[config.mk]
export PLATFORM = sky130hd
export DESIGN_NAME = rx_multi_out
export DESIGN_NICKNAME = d
export VERILOG_FILES = /design/src/rtl/rx_multi_out.sv
export SDC_FILE = /design/constraint.sdc
export NUM_CORES = 2
export LEC_CHECK = 0
export CAP_MARGIN = 20
export CORE_UTILIZATION = 50
export CTS_CLUSTER_DIAMETER = 60
export DETAILED_ROUTE_END_ITERATION = 7
export PLACE_DENSITY = 0.66
export SYNTH_ARGS = -nofsm -noshare
export SYNTH_HDL_FRONTEND = slang
export SYNTH_SLANG_ARGS = --single-unit
[constraint.sdc]
create_clock -name adc_clk -period 9.14 [get_ports adc_clk]
set_input_delay 1.828 -clock adc_clk [delete_from_list [all_inputs] [get_ports adc_clk]]
set_output_delay 1.828 -clock adc_clk [all_outputs]
set_load 0.01 [all_outputs]
[src/rtl/rx_multi_out.sv]
// rx_multi_out: groups one captured I/Q sample per enabled channel into a round, buffers rounds in a shared FIFO, reads out 16-bit words.
// Latency: trigger to first FIFO write is 2 cycles; a round that does not fit is dropped whole. Backpressure: none upstream, the host pops at will.
// Optional: RX_MULTI_OUT_SEQ_TAG_EN prefixes every accepted round with a sequence/mask header entry.
module rx_multi_out #(
  parameter int NCH      = 4,
  parameter int RXO_BITS = 24,
  parameter int DEPTH    = 64
) (
  input  logic                     adc_clk,
  input  logic                     reset_n,
  input  logic [NCH-1:0]           ch_avail,
  input  logic [NCH*RXO_BITS-1:0]  ch_i,
  input  logic [NCH*RXO_BITS-1:0]  ch_q,
  input  logic                     set_chan_en,
  input  logic [NCH-1:0]           chan_en_in,
  input  logic                     rd_word,
  input  logic                     clr_status,
  output logic [15:0]              dout,
  output logic                     dout_valid,
  output logic [$clog2(DEPTH):0]   fill,
  output logic [NCH-1:0]           overrun,
  output logic                     overflow,
  output logic [15:0]              drop_cnt
);
  localparam int AW  = $clog2(DEPTH);
  localparam int EW  = 2 * RXO_BITS;
  localparam int WPS = (RXO_BITS == 24) ? 3 : 2;
  localparam int CW  = (NCH > 1) ? $clog2(NCH) : 1;

  if (RXO_BITS != 16 && RXO_BITS != 24) begin : g_bad_width
    $error("rx_multi_out: RXO_BITS must be 16 or 24");
  end

  typedef enum logic [1:0] {IDLE, CHECK, PUSH, HDR} state_t;

  state_t                state_q, state_d;
  logic [CW-1:0]         cur_ch_q, cur_ch_d;
  logic [NCH-1:0]        chan_en_q, chan_en_d, en_next_q, en_next_d;
  logic                  en_upd_q, en_upd_d;
  logic [NCH-1:0]        pending_q, pending_d;
  logic [RXO_BITS-1:0]   hold_i_q [NCH], hold_i_d [NCH];
  logic [RXO_BITS-1:0]   hold_q_q [NCH], hold_q_d [NCH];
  logic [NCH-1:0]        overrun_q, overrun_d;
  logic                  overflow_q, overflow_d;
  logic [15:0]           drop_cnt_q, drop_cnt_d;
  logic [AW-1:0]         wr_ptr_q, wr_ptr_d, rd_ptr_q, rd_ptr_d;
  logic [AW:0]           fill_q, fill_d;
  logic [1:0]            widx_q, widx_d;
  logic [15:0]           seq_q, seq_d;
  logic [EW-1:0]         mem_q [DEPTH];

  logic                  wr_en, rd_fire, pop, trigger, round_done;
  logic [EW-1:0]         wr_dat, head;
  logic [23:0]           head_i, head_q;
  logic [AW+1:0]         need, free;

  function automatic logic [CW-1:0] first_en(input logic [NCH-1:0] mask, input int from);
    first_en = '0;
    for (int c = NCH - 1; c >= 0; c--) begin
      if (mask[c] && c >= from) first_en = CW'(c);
    end
  endfunction

  function automatic logic more_en(input logic [NCH-1:0] mask, input int from);
    more_en = 1'b0;
    for (int c = 0; c < NCH; c++) begin
      if (mask[c] && c >= from) more_en = 1'b1;
    end
  endfunction

  always_comb begin
    need = '0;
    for (int c = 0; c < NCH; c++) need = need + (AW+2)'(chan_en_q[c]);
`ifdef RX_MULTI_OUT_SEQ_TAG_EN
    need = need + (AW+2)'(1);
`endif
  end
  assign free = (AW+2)'(DEPTH) - (AW+2)'(fill_q);

  assign trigger = (state_q == IDLE) && (pending_q == chan_en_q) && (chan_en_q != '0);

  always_comb begin
    state_d    = state_q;
    cur_ch_d   = cur_ch_q;
    chan_en_d  = chan_en_q;
    en_next_d  = en_next_q;
    en_upd_d   = en_upd_q;
    pending_d  = pending_q;
    hold_i_d   = hold_i_q;
    hold_q_d   = hold_q_q;
    overrun_d  = overrun_q;
    overflow_d = overflow_q;
    drop_cnt_d = drop_cnt_q;
    seq_d      = seq_q;
    wr_en      = 1'b0;
    wr_dat     = '0;
    round_done = 1'b0;

    if (clr_status) begin
      overrun_d  = '0;
      overflow_d = 1'b0;
      drop_cnt_d = '0;
    end

    for (int c = 0; c < NCH; c++) begin
      if (ch_avail[c] && chan_en_q[c]) begin
        if (pending_q[c]) begin
          overrun_d[c] = 1'b1;
        end else begin
          pending_d[c] = 1'b1;
          hold_i_d[c]  = ch_i[c*RXO_BITS +: RXO_BITS];
          hold_q_d[c]  = ch_q[c*RXO_BITS +: RXO_BITS];
        end
      end
    end

    case (state_q)
      IDLE: begin
        if (trigger) begin
          state_d = CHECK;
        end else if (en_upd_q) begin
          // Mask swaps only between rounds; half-collected samples belong to the old mask.
          chan_en_d = en_next_q;
          pending_d = '0;
          en_upd_d  = 1'b0;
        end
      end
      CHECK: begin
        if (free >= need) begin
`ifdef RX_MULTI_OUT_SEQ_TAG_EN
          state_d = HDR;
`else
          state_d = PUSH;
`endif
          cur_ch_d = first_en(chan_en_q, 0);
        end else begin
          pending_d  = '0;
          overflow_d = 1'b1;
          if (drop_cnt_d != 16'hFFFF) drop_cnt_d = drop_cnt_d + 16'd1;
          round_done = 1'b1;
          state_d    = IDLE;
        end
      end
      HDR: begin
        wr_en   = 1'b1;
        wr_dat  = {RXO_BITS'(seq_q), RXO_BITS'({8'hA5, 8'(chan_en_q)})};
        state_d = PUSH;
      end
      PUSH: begin
        wr_en               = 1'b1;
        wr_dat              = {hold_i_q[cur_ch_q], hold_q_q[cur_ch_q]};
        pending_d[cur_ch_q] = 1'b0;
        if (more_en(chan_en_q, int'(cur_ch_q) + 1)) begin
          cur_ch_d = first_en(chan_en_q, int'(cur_ch_q) + 1);
        end else begin
          round_done = 1'b1;
          state_d    = IDLE;
        end
      end
      default: state_d = IDLE;
    endcase

    if (set_chan_en) begin
      en_next_d = chan_en_in;
      en_upd_d  = 1'b1;
    end
`ifdef RX_MULTI_OUT_SEQ_TAG_EN
    if (round_done) seq_d = seq_q + 16'd1;
`endif
  end

  assign rd_fire  = rd_word && (fill_q != '0);
  assign pop      = rd_fire && (widx_q == 2'(WPS - 1));
  assign widx_d   = pop ? 2'd0 : (rd_fire ? widx_q + 2'd1 : widx_q);
  assign wr_ptr_d = wr_en ? wr_ptr_q + AW'(1) : wr_ptr_q;
  assign rd_ptr_d = pop ? rd_ptr_q + AW'(1) : rd_ptr_q;
  assign fill_d   = fill_q + (AW+1)'(wr_en) - (AW+1)'(pop);

  assign head   = mem_q[rd_ptr_q];
  assign head_i = 24'(head[EW-1:RXO_BITS]);
  assign head_q = 24'(head[RXO_BITS-1:0]);

  always_comb begin
    dout = '0;
    if (fill_q != '0) begin
      case (widx_q)
        2'd0:    dout = head_i[15:0];
        2'd1:    dout = head_q[15:0];
        default: dout = {head_i[23:16], head_q[23:16]};
      endcase
    end
  end

  always_ff @(posedge adc_clk) begin
    if (wr_en) mem_q[wr_ptr_q] <= wr_dat;
  end

  always_ff @(posedge adc_clk or negedge reset_n) begin
    if (!reset_n) begin
      state_q    <= IDLE;
      cur_ch_q   <= '0;
      chan_en_q  <= '0;
      en_next_q  <= '0;
      en_upd_q   <= 1'b0;
      pending_q  <= '0;
      hold_i_q   <= '{default: '0};
      hold_q_q   <= '{default: '0};
      overrun_q  <= '0;
      overflow_q <= 1'b0;
      drop_cnt_q <= '0;
      wr_ptr_q   <= '0;
      rd_ptr_q   <= '0;
      fill_q     <= '0;
      widx_q     <= '0;
      seq_q      <= '0;
    end else begin
      state_q    <= state_d;
      cur_ch_q   <= cur_ch_d;
      chan_en_q  <= chan_en_d;
      en_next_q  <= en_next_d;
      en_upd_q   <= en_upd_d;
      pending_q  <= pending_d;
      hold_i_q   <= hold_i_d;
      hold_q_q   <= hold_q_d;
      overrun_q  <= overrun_d;
      overflow_q <= overflow_d;
      drop_cnt_q <= drop_cnt_d;
      wr_ptr_q   <= wr_ptr_d;
      rd_ptr_q   <= rd_ptr_d;
      fill_q     <= fill_d;
      widx_q     <= widx_d;
      seq_q      <= seq_d;
    end
  end

  assign dout_valid = (fill_q != '0);
  assign fill       = fill_q;
  assign overrun    = overrun_q;
  assign overflow   = overflow_q;
  assign drop_cnt   = drop_cnt_q;
endmodule
---- Yosys cells after proc, flatten, opt, wreduce, memory -nomap -nowiden ----
Memories as Yosys holds them, arrays and structs flattened.
Cells that the tools add are included.
Widths: inputs -> output; s select.
cells by class
  bitwise logic cells ..................... 8
  order comparisons ....................... 8
  reduce and logical (&&, ||, !) cells .... 29
  add/subtract/negate cells ............... 11
  shift operators ......................... 0
  multiplexer cells ....................... 63
  div/mod/pow operators ................... 0
  eq/ne operators ......................... 12
  multiply operators ...................... 0
operators with widths
  kind                   number
  $bmux 24 s2            2
  $mux 24                4
  $pmux 48 s2            1
  $mux 16                5
  $pmux 16 s2            1
  $mux 2                 15
  $mux 1                 27
  $add 16x1->16 const B  1
  $mux 4                 4
  $ne 16x16->1 const B   1
  $logic_and 1x1->1      13
  $add 6x1->6 const B    2
  $pmux 4 s3             1
  $reduce_and 2->1       6
  $ge 8x4->1             1
  $ne 2x2->1 const B     4
  $pmux 2 s4             1
  $sub 7x7->8 const A    1
  $add 7x1->7            1
  $reduce_bool 7->1      1
  $sub 7x1->7            1
  $eq 2x2->1 const B     3
  $ge 1x3->1 const A     2
  $ge 2x3->1 const A     2
  22 further kinds       31
storage, ports and cells
  RAM bits ................................ 3072
  bits in registers ....................... 251
  ROM bits ................................ 0
  word-level logic and storage cells ...... 153
  input bits .............................. 205
  latch bits .............................. 0
  memories kept ........................... 1
memory list
  memory  depth  bits a word  read ports  clocked after memory_dff  write ports  line  source
  mem_q   64     48           1           0                         1            50    logic [EW-1:0] mem_q [DEPTH];

---- Logic depth before layout (Yosys ltp) ----
  depth in word-level cells ............... 10
  depth in mapped cells ................... 20
  depth with buffers taken out ............ 19

---- Worst setup path before layout ----
No wires, ideal clock.
  kind .................................... reg-to-output
  start ................................... register rd_ptr_q[0]
  end ..................................... output dout[10]
  stages on the path, launching flop included .. 9
  setup slack ............................. 4.798 ns
  arrival ................................. 2.514 ns
  data required time ...................... 7.312 ns
  path buffers ............................ 3
  path through ............................ dfrtp_1 buf_6 buf_8 buf_2 mux4_2 mux4_2 a211oi_1 nor2_1 and3_1
on the way
  word-level cells in the longest chain between the ends .. 3
RTL lines
  what                      line  source
  start: declaration        46    logic [AW-1:0] wr_ptr_q, wr_ptr_d, rd_ptr_q, rd_ptr_d;
  start signal: assignment  229   rd_ptr_q <= rd_ptr_d;
  $mem_v2 64x48             --
  $pmux 16 s2               186   case (widx_q)
  $mux 16                   185   if (fill_q != '0) begin
  end: declaration          18    output logic [15:0] dout,
Every way passes these cells.

---- Worst setup path after layout ----
  start ................................... register rd_ptr_q[0]
  end ..................................... output dout[2]
Same word-level chain as after synthesis.

==> out/metrics.cfg <==
[place]
dp_hpwl_um = 217500
place_area_um2 = 137300
port-buffer-count = 249
place.gp.congestion = 0.8331

[setup_path]
crit_fanout = 40
r2r-end = mem_q[31][34]
critPathCaptureType = primary output
cp.arrival_ns = 6.04
start_kind = flop
startpoint = rd_ptr_q[0]
rr_startpoint = state_q[0]
r2r_slack_ns = 4.24
crit_end = dout[2]
cp.required_ns = 7.31
reg2reg_depth = 7
crit_type = flop to primary output

[power_and_ir_drop]
powerDensity_nw_per_um2 = 305.0
leakagePower_nw = 48.65
finalPower_w = 0.04521
worst_ir_drop_vdd_v = 0.0002608

[yosys]
synthArstFlopShare = 0.07553
yosysUniqueCellTypes = 76
synth_area_leaders = edfxtp_1 71%, mux4_2 12%, dfrtp_1 4.8%
synth_area_leader_cell = edfxtp_1
synth_seq_area_share = 0.7551
synth-edff-count = 3072
synth_top_area_share = 0.7070
synthesis.instances = 5913
ys_warn_count = 0
syn_nets = 6146
synth_seq_cells = 3323
syn_area_um2 = 130500
synth_area_per_cell_um2 = 22.07
postSynth.topFlopCell = edfxtp_1

[global_route]
grt_max_degree = 128
grt.total_usage = 0.2961
antenna_found_initial = 44
grt_pass1_vias = 66212
grt_overflow = 0
grt_pass1_wl_um = 533800

[floorplanning]
dieArea_um2 = 263000
row_count = 187
io_pins = 250
die_h_um = 512.8
fp.coreArea_um2 = 259500
die_w_um = 512.8
start_util = 0.5029

[drt]
wirelength_um = 390700
dr_total_vias = 67853
routed.top_layer = met5
wl_met2_um = 180600
viasPerCell = 6.731
final_antenna_net_count = 0
drt_iter0_markers = 11071
wl_met3_um = 51370
drc = 0
drt-met1-wl_um = 142100
wl_per_cell_um = 38.76
dr.pass1.iters = 6

[clocking]
htree_levels = 5
cts_sinks = 3323
root_buffer = clkbuf_16
cts_tree = done
clk_latency_ns = 0.97
cts_inserted_buffers = 345
cts_buffer_depth = 4
post-cts-setup-buffer-count = 0
clkTransAtPathRegs_ns = 0.06
cts_resized = 0
hold_buffers = 0

[timing]
max_freq_mhz = 127.1
setup_tns_ns = 0
finalCritPeriodShare = 0.8605
finalSetupViolations = 0
fin_skew_ns = 0.06694
fin_crit_ns = 7.865
finalHoldViolCount = 0
worst_slew_pin_slew_ns = 1.253
slew_headroom = 0.1644
rsz0062_at_grt = false
report.final.slew_viol_count = 0

[finish]
final_nets = 6663
mostFrequentLayoutCell = edfxtp_1
postLayoutCoreUtil = 0.5714
syn_to_final_growth_pct = 13.63
final_cell_mix = 3,072 x edfxtp_1, 679 x mux4_2, 351 x clkbuf_16
layout-drive-gt1-share = 0.2602
final_area_um2 = 148300

[run_status]
outcome = finished clean

[flow_run]
cap_violations = 0

[min_path]
hp-class = flop to flop

==> cell usage after synthesis (11+ instances only) <==
master	count
nand2_1	105
buf_8	34
o21ai_0	62
buf_4	29
nand4_1	11
nor3_1	44
a21oi_1	104
nor2b_1	17
buf_12	21
nand3_1	41
mux2i_1	191
a211oi_1	21
o221ai_1	40
mux2_2	222
nor2_1	174
dfrtp_1	251
a221oi_1	30
o22ai_1	46
edfxtp_1	3072
clkbuf_4	11
buf_6	31
and2_1	46
clkbuf_1	101
buf_1	22
buf_2	70
inv_1	32
xnor2_1	20
a31oi_1	18
mux4_1	139
a22oi_1	41
mux4_2	679
ha_1	26
==> flip-flops by register name (all words and copies together) (netlist names), 6 cells and up <==
signal	count
drop_cnt	16
rd_ptr_q	6
hold_i_q	96
fill	7
mem_q	3072
hold_q_q	96
wr_ptr_q	6
==> layout make-up <==
type	count	area [um2]
well taps	3402	4257
multi-input cells	2227	29890
clock buffers	429	9146
flip-flops and latches	3323	98550
inverters	36	143.9
fillers	18616	111200
repair buffers	497	5015
clock inverters	159	1246
diodes	8	20.02
==> logic make-up after synthesis <==
group | after synthesis | share of synthesized area
xor gates and xnor gates | 28 | 0.001879
AOI/OAI and AO/OA | 441 | 0.02294
buffers and inverters | 363 | 0.02018
adders and majority gates | 28 | 0.002800
DFF | 3323 | 0.7551
and+or+nand+nor | 499 | 0.01808
muxes | 1231 | 0.1790
==> report_power, final <==
group	internal (W)	switching (W)	total [W]
clock network	0.00758	0.00565	0.0132
registers	0.0185	0.000574	0.0190
logic	0.00544	0.00751	0.0129
==> worst max-delay path: stages (launching register included) <==
cell and delay, ns:
dfrtp_4 1.08, buf_4 0.76, mux4_1 0.65, mux4_2 0.51, a22oi_1 0.49, nand4_1 0.39
nand4_1 0.37, a31oi_1 0.18, clkdlybuf4s50_1 0.58
==> layer usage <==
layer | GRT usage | vias up
met3 | 0.08186 | 894
met5 | 0 | -
met4 | 0.1088 | 56
li1 | - | 26015
met1 | 0.4072 | 36040
met2 | 0.4548 | 4848
==> metrics by stage <==
stage          hold slack [ns]  std cells  setup WS (ns)
2_1_floorplan           0.4608       5913          4.798
3_3_place_gp            0.4762       9450          2.347
3_5_place_dp            0.4693       9456          2.349
4_1_cts                 0.4814      10044          1.312
5_1_grt                 0.5145      10074          1.182
6_report                0.4802      10081          1.275
==> worst min path at each step <==
stage | from | cells past startpoint | end | slack (ns)
final | drop_cnt[15] | 1 | drop_cnt[15] | 0.48
after global routing | hold_q_q[33] | 1 | hold_q_q[33] | 0.51
after CTS | drop_cnt[15] | 1 | drop_cnt[15] | 0.48
after detailed placement | drop_cnt[15] | 1 | drop_cnt[15] | 0.47
after global placement | drop_cnt[15] | 1 | drop_cnt[15] | 0.48
after floorplan | wr_ptr_q[2] | 1 | wr_ptr_q[2] | 0.46
Power figures use the tool's default switching activity.
